**src/rtl/keypad_pkg.sv**
```systemverilog
// Shared keypad constants, FSM state type and key-decode helpers.
// The lock controller imports the same KEY_* codes.
package keypad_pkg;

    localparam logic [3:0] KEY_HASH = 4'd10;
    localparam logic [3:0] KEY_STAR = 4'd11;
    localparam logic [3:0] KEY_NONE = 4'd13;

    typedef enum logic [1:0] {
        StScan,
        StDebounce,
        StEmit,
        StWaitRelease
    } state_e;

    // Rows 0-2 hold digits 1-9 left to right; row 3 is *, 0, #.
    function automatic logic [3:0] decode_key(logic [1:0] row, logic [1:0] col);
        logic [3:0] code;
        if (row == 2'd3) begin
            unique case (col)
                2'd0:    code = KEY_STAR;
                2'd1:    code = 4'd0;
                default: code = KEY_HASH;
            endcase
        end else begin
            code = {2'b00, row} * 4'd3 + {2'b00, col} + 4'd1;
        end
        return code;
    endfunction

    function automatic logic one_low(logic [3:0] rows);
        return $countones(~rows) == 1;
    endfunction

endpackage

```
**src/rtl/keypad_sync.sv**
```systemverilog
// Two-flop synchronizer for the active-low keypad rows; resets to idle (all high).
module keypad_sync (
    input  logic       clk,
    input  logic       rst,
    input  logic [3:0] d,
    output logic [3:0] q
);

    logic [3:0] meta;

    always_ff @(posedge clk or negedge rst) begin
        if (!rst) begin
            meta <= 4'hf;
            q    <= 4'hf;
        end else begin
            meta <= d;
            q    <= meta;
        end
    end

endmodule

```
**src/rtl/keypad_encoder.sv**
```systemverilog
// 3x4 matrix keypad scanner: column scan, press/release debounce, single-cycle key code.
module keypad_encoder
    import keypad_pkg::*;
#(
    parameter int unsigned SCAN_DIV        = 1000,
    parameter int unsigned DEBOUNCE_CYCLES = 20000
) (
    input  logic       clk,
    input  logic       rst,
    input  logic [3:0] row_in,
    output logic [2:0] col_out,
    output logic [3:0] keycode
);

    localparam int unsigned DW = (SCAN_DIV > 1) ? $clog2(SCAN_DIV) : 1;
    localparam int unsigned BW = (DEBOUNCE_CYCLES > 1) ? $clog2(DEBOUNCE_CYCLES) : 1;
    localparam logic [DW-1:0] DwellLast  = DW'(SCAN_DIV - 1);
    localparam logic [BW-1:0] BounceLast = BW'(DEBOUNCE_CYCLES - 1);

    state_e        state_q, state_d;
    logic [1:0]    col_q, col_d;
    logic [1:0]    row_q, row_d;
    logic [DW-1:0] dwell_q, dwell_d;
    logic [BW-1:0] deb_q, deb_d;
    logic [3:0]    row_s;
    logic [1:0]    low_idx;
    logic [1:0]    col_next;

    keypad_sync u_sync (
        .clk (clk),
        .rst (rst),
        .d   (row_in),
        .q   (row_s)
    );

    always_ff @(posedge clk or negedge rst) begin
        if (!rst) begin
            state_q <= StScan;
            col_q   <= 2'd0;
            row_q   <= 2'd0;
            dwell_q <= '0;
            deb_q   <= '0;
        end else begin
            state_q <= state_d;
            col_q   <= col_d;
            row_q   <= row_d;
            dwell_q <= dwell_d;
            deb_q   <= deb_d;
        end
    end

    always_comb begin
        low_idx = 2'd0;
        for (int i = 3; i >= 0; i--) begin
            if (!row_s[i]) low_idx = 2'(i);
        end
    end

    assign col_next = (col_q == 2'd2) ? 2'd0 : col_q + 2'd1;
    assign col_out  = ~(3'b001 << col_q);

    always_comb begin
        state_d = state_q;
        col_d   = col_q;
        row_d   = row_q;
        dwell_d = dwell_q;
        deb_d   = deb_q;
        keycode = KEY_NONE;
        unique case (state_q)
            StScan: begin
                if (dwell_q == DwellLast) begin
                    dwell_d = '0;
                    // Only a single low row is a valid press; none or several are ignored.
                    if (one_low(row_s)) begin
                        row_d   = low_idx;
                        deb_d   = '0;
                        state_d = StDebounce;
                    end else begin
                        col_d = col_next;
                    end
                end else begin
                    dwell_d = dwell_q + 1'b1;
                end
            end
            StDebounce: begin
                if (row_s != ~(4'b0001 << row_q)) begin
                    state_d = StScan;
                    dwell_d = '0;
                    deb_d   = '0;
                    col_d   = col_next;
                end else if (deb_q == BounceLast) begin
                    state_d = StEmit;
                    deb_d   = '0;
                end else begin
                    deb_d = deb_q + 1'b1;
                end
            end
            StEmit: begin
                keycode = decode_key(row_q, col_q);
                deb_d   = '0;
                state_d = StWaitRelease;
            end
            StWaitRelease: begin
                if (row_s != 4'hf) begin
                    deb_d = '0;
                end else if (deb_q == BounceLast) begin
                    state_d = StScan;
                    dwell_d = '0;
                    deb_d   = '0;
                    col_d   = col_next;
                end else begin
                    deb_d = deb_q + 1'b1;
                end
            end
            default: state_d = StScan;
        endcase
    end

endmodule

```
**config.mk**
```make
export PLATFORM = sky130hd
export DESIGN_NAME = keypad_encoder
export DESIGN_NICKNAME = d
export VERILOG_FILES = /design/src/rtl/keypad_pkg.sv /design/src/rtl/keypad_sync.sv /design/src/rtl/keypad_encoder.sv
export SDC_FILE = /design/constraint.sdc
export NUM_CORES = 1
export LEC_CHECK = 0
export ABC_AREA = 1
export CAP_MARGIN = 20
export CORE_ASPECT_RATIO = 2
export CORE_UTILIZATION = 40
export DETAILED_ROUTE_END_ITERATION = 16
export SKIP_CTS_REPAIR_TIMING = 1
export SLEW_MARGIN = 15
export SYNTH_ARGS = -nofsm -noshare
export SYNTH_HDL_FRONTEND = slang
export SYNTH_SLANG_ARGS = --single-unit
```
**constraint.sdc**
```tcl
create_clock -name clk -period 3.31 [get_ports clk]
set_input_delay 0.662 -clock clk [delete_from_list [all_inputs] [get_ports clk]]
set_output_delay 0.662 -clock clk [all_outputs]
set_load 0.005 [all_outputs]
```
==> results of run 1 <==
worst paths after layout:
| check | end | depth (start not counted) | slack [ns] | start |
|---|---|---|---|---|
| setup / recovery | keycode[1] | 5 | 0.16 | col_q[1] |
| hold / removal | u_sync.q[3] | 0 | 0.35 | u_sync.meta[3] |
| setup reg to reg | deb_q[9] | 10 | 0.70 | u_sync.q[0] |
| hold reg to reg | u_sync.q[3] | 0 | 0.35 | u_sync.meta[3] |
| max in group asynchronous | deb_q[2] | 1 | 2.27 | rst |
| min in group asynchronous | dwell_q[9] | 1 | 0.48 | rst |
kinds of logic (layout without fill, tap and decap cells):
family                     count (synthesis)  count (layout)  share of synthesized area
AOI/OAI and AO/OA                         31              31                    0.08285
xor gates and xnor gates                  13              13                    0.04435
adders and majority gates                 15              15                    0.08187
buffers and inverters                     49              65                    0.07846
DFF                                       39              39                     0.3840
and+or+nand+nor                          193             193                     0.3285
state kept, by name, indices dropped and copies added, names as in the netlist, named ones only:
signal,count
deb_q,15
dwell_q,10
u_sync.meta,4
u_sync.q,4
col_q,2
row_q,2
state_q,1
cells in the final DEF (no fill, tap or decap), types with 8 or more instances in the layout:
| cell | instances |
|---|---|
| inv_1 | 40 |
| nand3_1 | 26 |
| o21ai_2 | 10 |
| nor2_1 | 47 |
| dfrtp_1 | 31 |
| nand2_1 | 96 |
| clkdlybuf4s50_1 | 11 |
| ha_1 | 12 |
| o21ai_0 | 16 |
| xor2_1 | 10 |
| dfstp_2 | 8 |
power by group:
group	switching (mW)	internal, mW
sequential	0.00370	0.486
combinational	0.0211	0.0128
clock	0.198	0.432
per-stage QoR:
stage          power, mW  hold WS [ns]  area [um^2]  setup WS [ns]
4_1_cts            1.171        0.3556         2947         0.1344
3_3_place_gp      0.5323        0.3456         2758         0.4742
5_1_grt            1.198        0.3578         2947        0.04303
2_1_floorplan     0.5131        0.3452         2567         0.8927
3_5_place_dp      0.5331        0.3468         2758         0.4486
6_report           1.154        0.3547         2947         0.1604
Yosys cell counts, drive strengths merged:
master    n
o211ai    1
fa        3
dfrtp    31
a211oi    1
dfstp     8
xnor2     3
nor2     50
xor2     10
a31oi     1
ha       12
and3      1
nand2   101
nor3      7
nand3b    2
inv      45
nor3b     2
o21ai    27
nand3    26
buf       4
a21o      1
nand4     4
cell type report:
class                   count  area [um^2]  share of cell area
repair buffers             12        115.1             0.03907
clock inverters             2        60.06             0.02038
multi-input cells         252         1380              0.4684
inverters                  45        168.9             0.05732
flip-flops and latches     39        985.9              0.3346
clock buffers               6        128.9             0.04374
well taps                  86        107.6             0.03652
metal layers:
layer  vias to the layer above  part of all wire  track usage  wire (um)
li1                       1096                 -            -          -
met1                       965              0.37       0.1786       1991
met2                        25              0.58       0.3563       3103
met3                         9             0.020      0.03487        108
met4                         0             0.029       0.1000        156
met5                         -                 0            0          0
worst max-delay path, cell delays in order (launching register included):
cell and delay, ns:
dfrtp_1 0.43, fa_1 0.55, fa_1 0.52, o21ai_0 0.08
nor2_1 0.13, clkdlybuf4s50_1 0.50
==> key figures, run 1 <==
Floorplanning
  • Core region area: 6259 um^2
  • Initial Util: 0.4102
  • Num ports: 13
  • DIE AREA: 6762 um^2
  • Die width: 58.65 um
  • Site Rows: 41
  • Die Y-Extent: 115.3 um

Worst setup path
  • Worst-path maximum fanout: 5
  • Worst setup SP type: register
  • CP Capture Type: primary output
  • Worst Path Required: 2.65 ns
  • Worst EP arrival: 2.49 ns
  • Crit path kind: register to primary output

Drt
  • Drt pass-1 iters: 5
  • Antenna Nets Post-Route: 0
  • First DRT Iteration DRCs: 140
  • Avg WL per Cell: 12.13 um
  • Vias: 2,095
  • Average via count per standard cell: 4.740
  • WL final: 5360 um
  • DRC Markers: 0

Finish
  • ANT cells: 0
  • Nets: 376
  • P&R area growth vs syn: 14.77%
  • Share of layout cells above drive strength 1: 0.1180
  • Post-Layout Cell Count: 442
  • # fillers: 656
  • Post-layout util: 0.4708

Global route
  • Gr usage total: 0.1860
  • Vias in the first global route: 2,136
  • First-pass GRT wire length: 9335 um
  • Largest net degree at the start of global routing: 40
  • Antenna violations before repair: 0
  • Total congestion overflow: 0

STA
  • Setup violators final: 0
  • F_max: 0.3175 GHz
  • Setup TNS: 0 ns
  • Slew Limit Fails: 0
  • Skew final: 0.009316 ns
  • Max-slew headroom: 0.4194
  • Slew of the pin with the lowest slew margin: 0.8709 ns
  • Final hold vios: 0
  • Crit share post-route: 0.9515
  • Min Tclk post-route: 3.150 ns
  • RSZ-0062 raised after global routing: no

Flow run
  • Number of max-cap violations: 0

Clock network
  • Clk buf depth: 2
  • Htree depth: 2
  • CTS sink cnt: 39
  • CTS buffer count: 5
  • Clk Latency, worst-skew pair: 0.29 ns
  • Clock slew at reported path FFs: 0.06 ns
  • Root buf cell: clkbuf_16
  • CTS tree: yes

Logic synthesis
  • Syn. warnings: 0
  • Top cells by area, synth: dfrtp_1 (30%), nand2_1 (14%), dfstp_2 (8.2%), nor2_1 (6.9%), ha_1 (5.8%)
  • Post-Syn Instances: 340
  • Syn_nets: 361
  • Synth Area per Inst: 7.551 um^2
  • Synthesized area: 2567 um^2
  • Yosys reg bits: 39
  • Post-synthesis sequential area ratio: 0.3840
  • Top cell type's share of synthesized area: 0.3021
  • Post-synth cell types: 30
  • Area leader, netlist: dfrtp_1

Hold path
  • Min-Delay Path Class: register to register

Power
  • Maximum VDD drop: 0.0003862 V
  • Pwr dens: 391.7 nW/um^2
  • Leakage power total: 1.454 nW

Placed design
  • Port bufs: 12
  • GP Congestion: 0.8419
  • Placed Cells: 434
  • DPL Wire Length: 3999 um

Run status
  • Status: finished, final reports clean
Power figures use the tool's default switching activity.
==> run 2, diff against run 1 <==
- HOLD_SLACK_MARGIN: unset -> 0.08
==> results of run 2 <==
Final layout, timing and power as in run 1 (identical DEF).
